### src/rtl/servant_arb_pkg.sv
// Shared encodings for the servant RAM arbiter: grant codes, FSM states
// and the read data returned on an aborted (timed-out) access.
package servant_arb_pkg;

    localparam logic [1:0] GNT_NONE = 2'd0;
    localparam logic [1:0] GNT_IBUS = 2'd1;
    localparam logic [1:0] GNT_DBUS = 2'd2;
    localparam logic [1:0] GNT_LBUS = 2'd3;

    typedef enum logic {
        ST_IDLE = 1'b0,
        ST_BUSY = 1'b1
    } arb_state_t;

    localparam logic [31:0] TIMEOUT_RDT = 32'hDEADBEEF;

endpackage

### src/rtl/servant_arb_pick.sv
// Combinational winner selection: loader has absolute priority, the two
// CPU ports share the RAM round-robin (rr=0 favours ibus, rr=1 dbus).
module servant_arb_pick
    import servant_arb_pkg::*;
(
    input  logic       ibus_cyc,
    input  logic       dbus_cyc,
    input  logic       lbus_cyc,
    input  logic       rr,
    output logic [1:0] gnt
);

    // Priority encoder with round-robin tie break between the CPU ports
    always_comb begin
        gnt = GNT_NONE;
        if (lbus_cyc)
            gnt = GNT_LBUS;
        else if (ibus_cyc && dbus_cyc)
            gnt = rr ? GNT_DBUS : GNT_IBUS;
        else if (ibus_cyc)
            gnt = GNT_IBUS;
        else if (dbus_cyc)
            gnt = GNT_DBUS;
    end

endmodule

### src/rtl/servant_mem_arbiter.sv
// Three-way Wishbone arbiter in front of the servant RAM (ibus, dbus,
// loader). Grant is registered in IDLE and held for the whole access.
// Optional build macro SERVANT_ARB_TIMEOUT_EN adds a BUSY watchdog that
// aborts a stuck access with a fake ack and a sticky o_timeout flag.
module servant_mem_arbiter
    import servant_arb_pkg::*;
#(
    parameter int AW          = 32,
    parameter bit LOCK_LOADER = 1'b1,
    parameter int TIMEOUT     = 255
) (
    input  logic          wb_clk,
    input  logic          wb_rst,
    input  logic [AW-1:0] i_ibus_adr,
    input  logic          i_ibus_cyc,
    output logic [31:0]   o_ibus_rdt,
    output logic          o_ibus_ack,
    input  logic [AW-1:0] i_dbus_adr,
    input  logic [31:0]   i_dbus_dat,
    input  logic [3:0]    i_dbus_sel,
    input  logic          i_dbus_we,
    input  logic          i_dbus_cyc,
    output logic [31:0]   o_dbus_rdt,
    output logic          o_dbus_ack,
    input  logic [AW-1:0] i_lbus_adr,
    input  logic [31:0]   i_lbus_dat,
    input  logic [3:0]    i_lbus_sel,
    input  logic          i_lbus_we,
    input  logic          i_lbus_cyc,
    output logic [31:0]   o_lbus_rdt,
    output logic          o_lbus_ack,
    output logic [AW-1:0] o_mem_adr,
    output logic [31:0]   o_mem_dat,
    output logic [3:0]    o_mem_sel,
    output logic          o_mem_we,
    output logic          o_mem_cyc,
    input  logic [31:0]   i_mem_rdt,
    input  logic          i_mem_ack,
    output logic [1:0]    o_gnt,
    output logic          o_timeout
);

    arb_state_t  state, state_nxt;
    logic [1:0]  gnt, gnt_nxt;
    logic        rr, rr_nxt;
    logic [1:0]  pick;
    logic        gnt_cyc;
    logic        real_ack;
    logic        abort;
    logic        resp;
    logic [31:0] rdt;

    servant_arb_pick u_pick (
        .ibus_cyc (i_ibus_cyc),
        .dbus_cyc (i_dbus_cyc),
        .lbus_cyc (i_lbus_cyc),
        .rr       (rr),
        .gnt      (pick)
    );

    // gnt is GNT_NONE in IDLE, so the granted cyc (and hence any ack) is
    // automatically suppressed outside BUSY.
    assign gnt_cyc  = ((gnt == GNT_IBUS) && i_ibus_cyc) ||
                      ((gnt == GNT_DBUS) && i_dbus_cyc) ||
                      ((gnt == GNT_LBUS) && i_lbus_cyc);
    assign real_ack = gnt_cyc && i_mem_ack;
    assign resp     = real_ack || abort;
    assign rdt      = abort ? TIMEOUT_RDT : i_mem_rdt;

`ifdef SERVANT_ARB_TIMEOUT_EN
    localparam int CNT_W = ($clog2(TIMEOUT + 1) > 8) ? $clog2(TIMEOUT + 1) : 8;

    logic [CNT_W-1:0] cnt;
    logic             timeout_q;

    // A real ack wins over a watchdog expiry landing in the same cycle
    assign abort     = gnt_cyc && !i_mem_ack && (cnt == CNT_W'(TIMEOUT));
    assign o_timeout = timeout_q;

    // Watchdog: counts unacked BUSY cycles, restarts on every ack and in IDLE
    always_ff @(posedge wb_clk or posedge wb_rst) begin
        if (wb_rst) begin
            cnt       <= '0;
            timeout_q <= 1'b0;
        end else begin
            if (state == ST_BUSY && !real_ack)
                cnt <= cnt + 1'b1;
            else
                cnt <= '0;
            if (abort)
                timeout_q <= 1'b1;
        end
    end
`else
    logic unused_timeout;

    assign abort          = 1'b0;
    assign o_timeout      = 1'b0;
    assign unused_timeout = ^TIMEOUT;
`endif

    // State register: FSM state, current grant and round-robin pointer
    always_ff @(posedge wb_clk or posedge wb_rst) begin
        if (wb_rst) begin
            state <= ST_IDLE;
            gnt   <= GNT_NONE;
            rr    <= 1'b0;
        end else begin
            state <= state_nxt;
            gnt   <= gnt_nxt;
            rr    <= rr_nxt;
        end
    end

    // Next state: grant in IDLE, release on ack/abort/dropped cyc in BUSY
    always_comb begin
        state_nxt = state;
        gnt_nxt   = gnt;
        rr_nxt    = rr;
        case (state)
            ST_IDLE: begin
                if (pick != GNT_NONE) begin
                    state_nxt = ST_BUSY;
                    gnt_nxt   = pick;
                end
            end
            ST_BUSY: begin
                if (!gnt_cyc) begin
                    // Master gave up: release without touching rr
                    state_nxt = ST_IDLE;
                    gnt_nxt   = GNT_NONE;
                end else if (resp) begin
                    // A locked loader keeps the bus; its later cyc drop releases it
                    if (!((gnt == GNT_LBUS) && LOCK_LOADER && !abort)) begin
                        state_nxt = ST_IDLE;
                        gnt_nxt   = GNT_NONE;
                        if (gnt == GNT_IBUS)
                            rr_nxt = 1'b1;
                        else if (gnt == GNT_DBUS)
                            rr_nxt = 1'b0;
                    end
                end
            end
            default: begin
                state_nxt = ST_IDLE;
                gnt_nxt   = GNT_NONE;
            end
        endcase
    end

    // Outputs: target request mux of the granted master, ack demux back
    always_comb begin
        o_mem_adr  = '0;
        o_mem_dat  = '0;
        o_mem_sel  = '0;
        o_mem_we   = 1'b0;
        o_ibus_ack = 1'b0;
        o_dbus_ack = 1'b0;
        o_lbus_ack = 1'b0;
        case (gnt)
            GNT_IBUS: begin
                o_mem_adr  = i_ibus_adr;
                o_mem_sel  = 4'hF;
                o_ibus_ack = resp;
            end
            GNT_DBUS: begin
                o_mem_adr  = i_dbus_adr;
                o_mem_dat  = i_dbus_dat;
                o_mem_sel  = i_dbus_sel;
                o_mem_we   = i_dbus_we;
                o_dbus_ack = resp;
            end
            GNT_LBUS: begin
                o_mem_adr  = i_lbus_adr;
                o_mem_dat  = i_lbus_dat;
                o_mem_sel  = i_lbus_sel;
                o_mem_we   = i_lbus_we;
                o_lbus_ack = resp;
            end
            default: ;
        endcase
        o_mem_cyc = gnt_cyc && !abort;
    end

    assign o_ibus_rdt = rdt;
    assign o_dbus_rdt = rdt;
    assign o_lbus_rdt = rdt;
    assign o_gnt      = gnt;

endmodule

### config.mk
export PLATFORM = sky130hd
export DESIGN_NAME = servant_mem_arbiter
export DESIGN_NICKNAME = d
export VERILOG_FILES = /design/src/rtl/servant_arb_pkg.sv /design/src/rtl/servant_arb_pick.sv /design/src/rtl/servant_mem_arbiter.sv
export SDC_FILE = /design/constraint.sdc
export NUM_CORES = 1
export LEC_CHECK = 0
export ABC_AREA = 1
export CAP_MARGIN = 20
export CORE_AREA = 2 2 147 149
export DETAILED_ROUTE_END_ITERATION = 7
export DIE_AREA = 0 0 149 151
export MAX_ROUTING_LAYER = met4
export PLACE_DENSITY = 0.49
export SLEW_MARGIN = 20
export SYNTH_ARGS = -nofsm -noshare
export SYNTH_HDL_FRONTEND = slang
export SYNTH_SLANG_ARGS = --single-unit
### constraint.sdc
create_clock -name wb_clk -period 2.9 [get_ports wb_clk]
set_input_delay 0.58 -clock wb_clk [delete_from_list [all_inputs] [get_ports wb_clk]]
set_output_delay 0.58 -clock wb_clk [all_outputs]
set_load 0.05 [all_outputs]
After elaboration in Yosys (flattened, before gate mapping)
Index checks and enable logic that the tools add are counted.
{"block": "totals", "inputBits": 208, "out_inout_bits": 172, "ff_bits": 4, "word_cells": 46}
{"block": "classes", "muxes": 24, "n_bitwise": 2, "eq_ne": 6, "n_reduce_logical": 11}
{"op": "case mux 32 bit (3 select lines)", "count": 1}
{"op": "case mux 32 bit (2 select lines)", "count": 1}
{"op": "two-way mux 2 bit", "count": 9}
{"op": "case mux 4 bit (3 select lines)", "count": 1}
{"op": "two-way mux 1 bit", "count": 9}
{"op": "logical AND 1 bit", "count": 5}
{"op": "AND reduction 5 bit", "count": 1}
{"op": "equality test 2 bit (second input constant)", "count": 2}
{"op": "case mux 1 bit (2 select lines)", "count": 2}
{"op": "case mux 2 bit (2 select lines)", "count": 1}
{"op": "nonzero test 2 bit", "count": 2}
{"op": "inequality test 3 x 2 -> 1 bit (second input constant)", "count": 1}
{"op": "inequality test 3 bit (second input constant)", "count": 1}
{"op": "AND reduction 3 bit", "count": 1}
{"op": "equality test 2 x 1 -> 1 bit (second input constant)", "count": 1}
{"op": "logical OR 1 bit", "count": 2}
{"op": "inequality test 2 bit (second input constant)", "count": 1}
{"op": "NOT 1 bit", "count": 2}

Longest topological paths before layout
{"block": "logic_depth", "ltp_word": 8, "ltp_mapped": 9, "mapped_depth_nobuf": 8}

Hierarchy
A second synthesis with hierarchy kept.
{"block": "unflattened", "cells_unflattened": 409, "hier_area_um2": 2304.7}
{"mod": "servant_mem_arbiter", "area_per_inst_um2": 2273.4, "seq_area_each_um2": 100.1, "cells_per_inst": 401, "n_inst": 1}
{"mod": "servant_arb_pick", "area_per_inst_um2": 31.3, "seq_area_each_um2": 0.0, "cells_per_inst": 8, "n_inst": 1}

Worst setup path before layout
OpenSTA, ideal clock, no wires.
{"block": "synth_timing", "kind": "flip-flop to output port", "from": "reg gnt[1], in the netlist o_gnt[1]", "to": "out o_dbus_ack", "setup_slack_ps": 131, "required_ps": 2320, "arrival_time_ps": 2189, "stages_incl_launch_ff": 7, "n_path_buf": 1, "cell_sequence": "dfrtp_1 ha_1 buf_6 nand2_1 nand3_2 nand2_2 nor2_1"}
{"block": "synth_between", "elab_chain_len": 6, "word_cells_on_any_way": 10, "cone_classes": "3 x eq/ne; 1 x mux; 6 x reduce/logical"}
{"item": "start, declared", "line": "servant_mem_arbiter.sv:44", "rtl": "logic [1:0] gnt, gnt_nxt;"}
{"item": "start signal, assigned", "line": "servant_mem_arbiter.sv:110", "rtl": "gnt <= gnt_nxt;"}
{"item": "equality test 2 x 1 -> 1 bit or equality test 2 bit (tied branches)", "line": "servant_mem_arbiter.sv:63, servant_mem_arbiter.sv:64"}
{"item": "logical AND 1 bit (on tied branches)", "line": "servant_mem_arbiter.sv:63, servant_mem_arbiter.sv:64"}
{"item": "logical OR 1 bit", "line": "servant_mem_arbiter.sv:63", "rtl": "assign gnt_cyc = ((gnt == GNT_IBUS) && i_ibus_cyc) ||"}
{"item": "logical OR 1 bit *", "line": "servant_mem_arbiter.sv:64", "rtl": "((gnt == GNT_DBUS) && i_dbus_cyc) ||"}
{"item": "net o_mem_cyc", "line": "servant_mem_arbiter.sv:36", "rtl": "output logic o_mem_cyc,"}
{"item": "logical AND 1 bit *", "line": "servant_mem_arbiter.sv:66", "rtl": "assign real_ack = gnt_cyc && i_mem_ack;"}
{"item": "two-way mux 1 bit *", "line": "servant_mem_arbiter.sv:160", "rtl": "case (gnt)"}
{"item": "end, declared", "line": "servant_mem_arbiter.sv:24", "rtl": "output logic o_dbus_ack,"}
Mark *: on every way through the listed nets, which the timed path passes. The rest lies on a longest branch.

Final worst setup path
{"block": "layout_timing", "from": "reg gnt[1], in the netlist o_gnt[1]", "to": "out o_lbus_ack"}
{"block": "layout_between", "elab_chain_len": 6, "word_cells_on_any_way": 10, "cone_classes": "3 x eq/ne; 1 x mux; 6 x reduce/logical"}
{"item": "equality test 2 x 1 -> 1 bit or equality test 2 bit (tied branches)", "line": "servant_mem_arbiter.sv:63, servant_mem_arbiter.sv:64"}
{"item": "logical AND 1 bit (on tied branches)", "line": "servant_mem_arbiter.sv:63, servant_mem_arbiter.sv:64"}
{"item": "logical OR 1 bit", "line": "servant_mem_arbiter.sv:63"}
{"item": "logical OR 1 bit", "line": "servant_mem_arbiter.sv:64"}
{"item": "logical AND 1 bit", "line": "servant_mem_arbiter.sv:66"}
{"item": "two-way mux 1 bit *", "line": "servant_mem_arbiter.sv:160"}
{"item": "end, declared", "line": "servant_mem_arbiter.sv:31", "rtl": "output logic o_lbus_ack,"}
Every way passes the cells marked *; elsewhere a longest branch is shown, timed or not.

==> reports/metrics.yaml <==
status:
  outcome: "complete, no violations"
die:
  io_pins: 380
  die_width_um: 149
  die_h_um: 151
  die-area_um2: 22500
  fp.coreArea_um2: 20800
  num_rows: 53
  start_util_pct: 11.1
power:
  p_leak_nw: 2.34
  pwr_density_cell_nw_per_um2: 1190
  ir_drop_mv: 0.749
  total_power_w: 0.00617
global_route:
  grt_pass1_vias: 2867
  grt_overflow: 0
  grt_first_pass_wirelength_mm: 16.3
  grt_max_degree: 48
  grt_util_all_layers_pct: 9.49
  antenna_found_initial: 0
detailed_routing:
  drtPass1Iterations: 5
  via_per_inst: 3.54
  drt_iter0_markers: 105
  ant_nets: 0
  routedWlPerCell_um: 13.7
  num_vias: 2909
  drc: 0
  wl_mm: 11.3
yosys:
  synth_warnings: 0
  netlist.area_leader.share_pct: 31.6
  synth_area_leaders: "buf_4 (32%), nand2_1 (24%), a22o_1 (14%)"
  ys_seq_area_share_pct: 4.35
  synth_edf_count: 0
  async_flop_share_pct: 100
  ys_ff_latch: 4
  synthTopCellsByCount: "nand2_1 (150), buf_4 (97), inv_1 (44)"
  syn-instance-count: 406
  synth_area_um2: 2300
  ys.flop_type: "dfrtp_1"
  yosysUniqueCellTypes: 21
  synth.most_common_cell: "nand2_1"
  synth.net_count: 618
  synth_area_leader_cell: "buf_4"
  synth_area_per_cell_um2: 5.67
placed_design:
  placed_cells: 819
  portBuffers: 250
  dp_hpwl_mm: 9.37
  place_congestion: 0.730
cts:
  cts-resized-gates: 0
  worst_skew_pair.late_latency_ps: 220
  cts_buffers: 3
  cts_buffer_depth: 2
  cts_tree: "yes"
  cts_num_sinks: 4
  cts-root-buf: "clkbuf_16"
  cts.htree.levels: 1
  cts.clk_slew.worst_paths_ps: 30
  cts_hold_buf: 0
  postCtsSetupBuffers: 0
timing:
  maxSlewViolCount: 0
  fmax_ghz: 0.387
  whs_ps: 536
  rsz0062_at_grt: "false"
  hold_violations: 0
  finalSetupViolCount: 0
  tightest_slew_ps: 533
  final.setup.tns_ps: 0
  period_share_pct: 89.0
  skew_ps: 2.96
  period_needed_ps: 2580
  relSlewSlack_pct: 64.4
finish:
  fin_nets: 761
  multi_input_area_um2: 1190
  drive_gt1_share_pct: 16.6
  seq_area_um2: 100
  fillers: 2258
  area_growth_pct: 125
  antenna_cells: 0
  post-route-util_pct: 24.9
  fin_cells: 822
worst_setup_path:
  worstPathRequired_ps: 2320
  path_class: "reg -> out"
  r2r_slack_ps: 1010
  worst-path-max-fanout: 17
  worstRegToRegCells: 8
  reg2reg_from: "o_gnt[1]$_DFFE_PP0P_"
  worstSetupStartpointType: "flop"
  cp.arrival_ps: 2000
  cp-end-kind: "output port"
  r2r_end: "o_gnt[1]$_DFFE_PP0P_"
flow_run:
  cap_viol_max_count: 0
hold_path:
  hold_path.class: "in -> async"
power by group:
group          internal [W]  switching [W]  leakage (nW)
logic               0.00258        0.00325          2.26
registers         0.0000837      0.0000431        0.0487
clock network      0.000176      0.0000384        0.0370
how the worst max path moves through the flow:
stage / slack, ps / endpoint / cells past startpoint / from
final: 320 / o_lbus_ack / 7 / o_gnt[1]$_DFFE_PP0P_
after global routing: 150 / o_dbus_ack / 7 / o_gnt[1]$_DFFE_PP0P_
after CTS: 260 / o_lbus_ack / 7 / o_gnt[1]$_DFFE_PP0P_
after detailed placement: 510 / o_lbus_ack / 7 / o_gnt[1]$_DFFE_PP0P_
after global placement: 540 / o_lbus_ack / 6 / i_ibus_cyc
after floorplan: 130 / o_dbus_ack / 6 / o_gnt[1]$_DFFE_PP0P_
registers in the layout, indices dropped and copies added, names as in the netlist:
signal,flops
o_gnt,2
state,1
rr,1
layout make-up:
class                      count  area share, %
tap                          275           6.63
multi-input combinational    238           22.9
clock buffer                   3           1.45
sequential                     4           1.93
inverter                      44           3.18
timing repair buffer         258           63.9
logic make-up (layout without fill, tap and decap cells):
kind of cell | count (synthesis) | count (layout) | share of synthesized area, %
buf+inv | 164 | 305 | 44.4
flops | 4 | 4 | 4.35
simple gates | 190 | 190 | 33.4
compound gates | 43 | 43 | 15.5
fa+ha+maj | 4 | 4 | 2.17
other cells | 1 | 1 | 0.163
critical path: stages, from the launching register on:
cell	delay [ps]
dfrtp_1	470
inv_1	140
ha_2	460
nand2_1	120
nand3_2	130
nand2_2	100
nor2_1	190
buf_12	170
stage by stage:
stage / worst slack, ps / area [µm²]
6_report: 319 / 5190
4_1_cts: 256 / 5190
3_3_place_gp: 539 / 5110
5_1_grt: 148 / 5190
2_1_floorplan: 131 / 2300
3_5_place_dp: 506 / 5110
cells in the final DEF (no fill, tap or decap), drive strengths merged, types with 2 or more instances in the layout:
master,count
clkdlybuf4s50,177
nand2,151
buf,81
inv,44
a22o,37
nand3,34
dfrtp,4
nor2,4
ha,4
o21ai,4
clkbuf,3
a21oi,2
metal layers:
metal	GRT usage [%]	up-vias	part of all wire [%]
li1	-	1453	-
met1	11.5	1271	41
met2	16.1	148	49
met3	1.87	37	7.5
met4	2.71	0	2.4
met5	-	-	0
No activity file was read; power rests on OpenSTA's default activity.
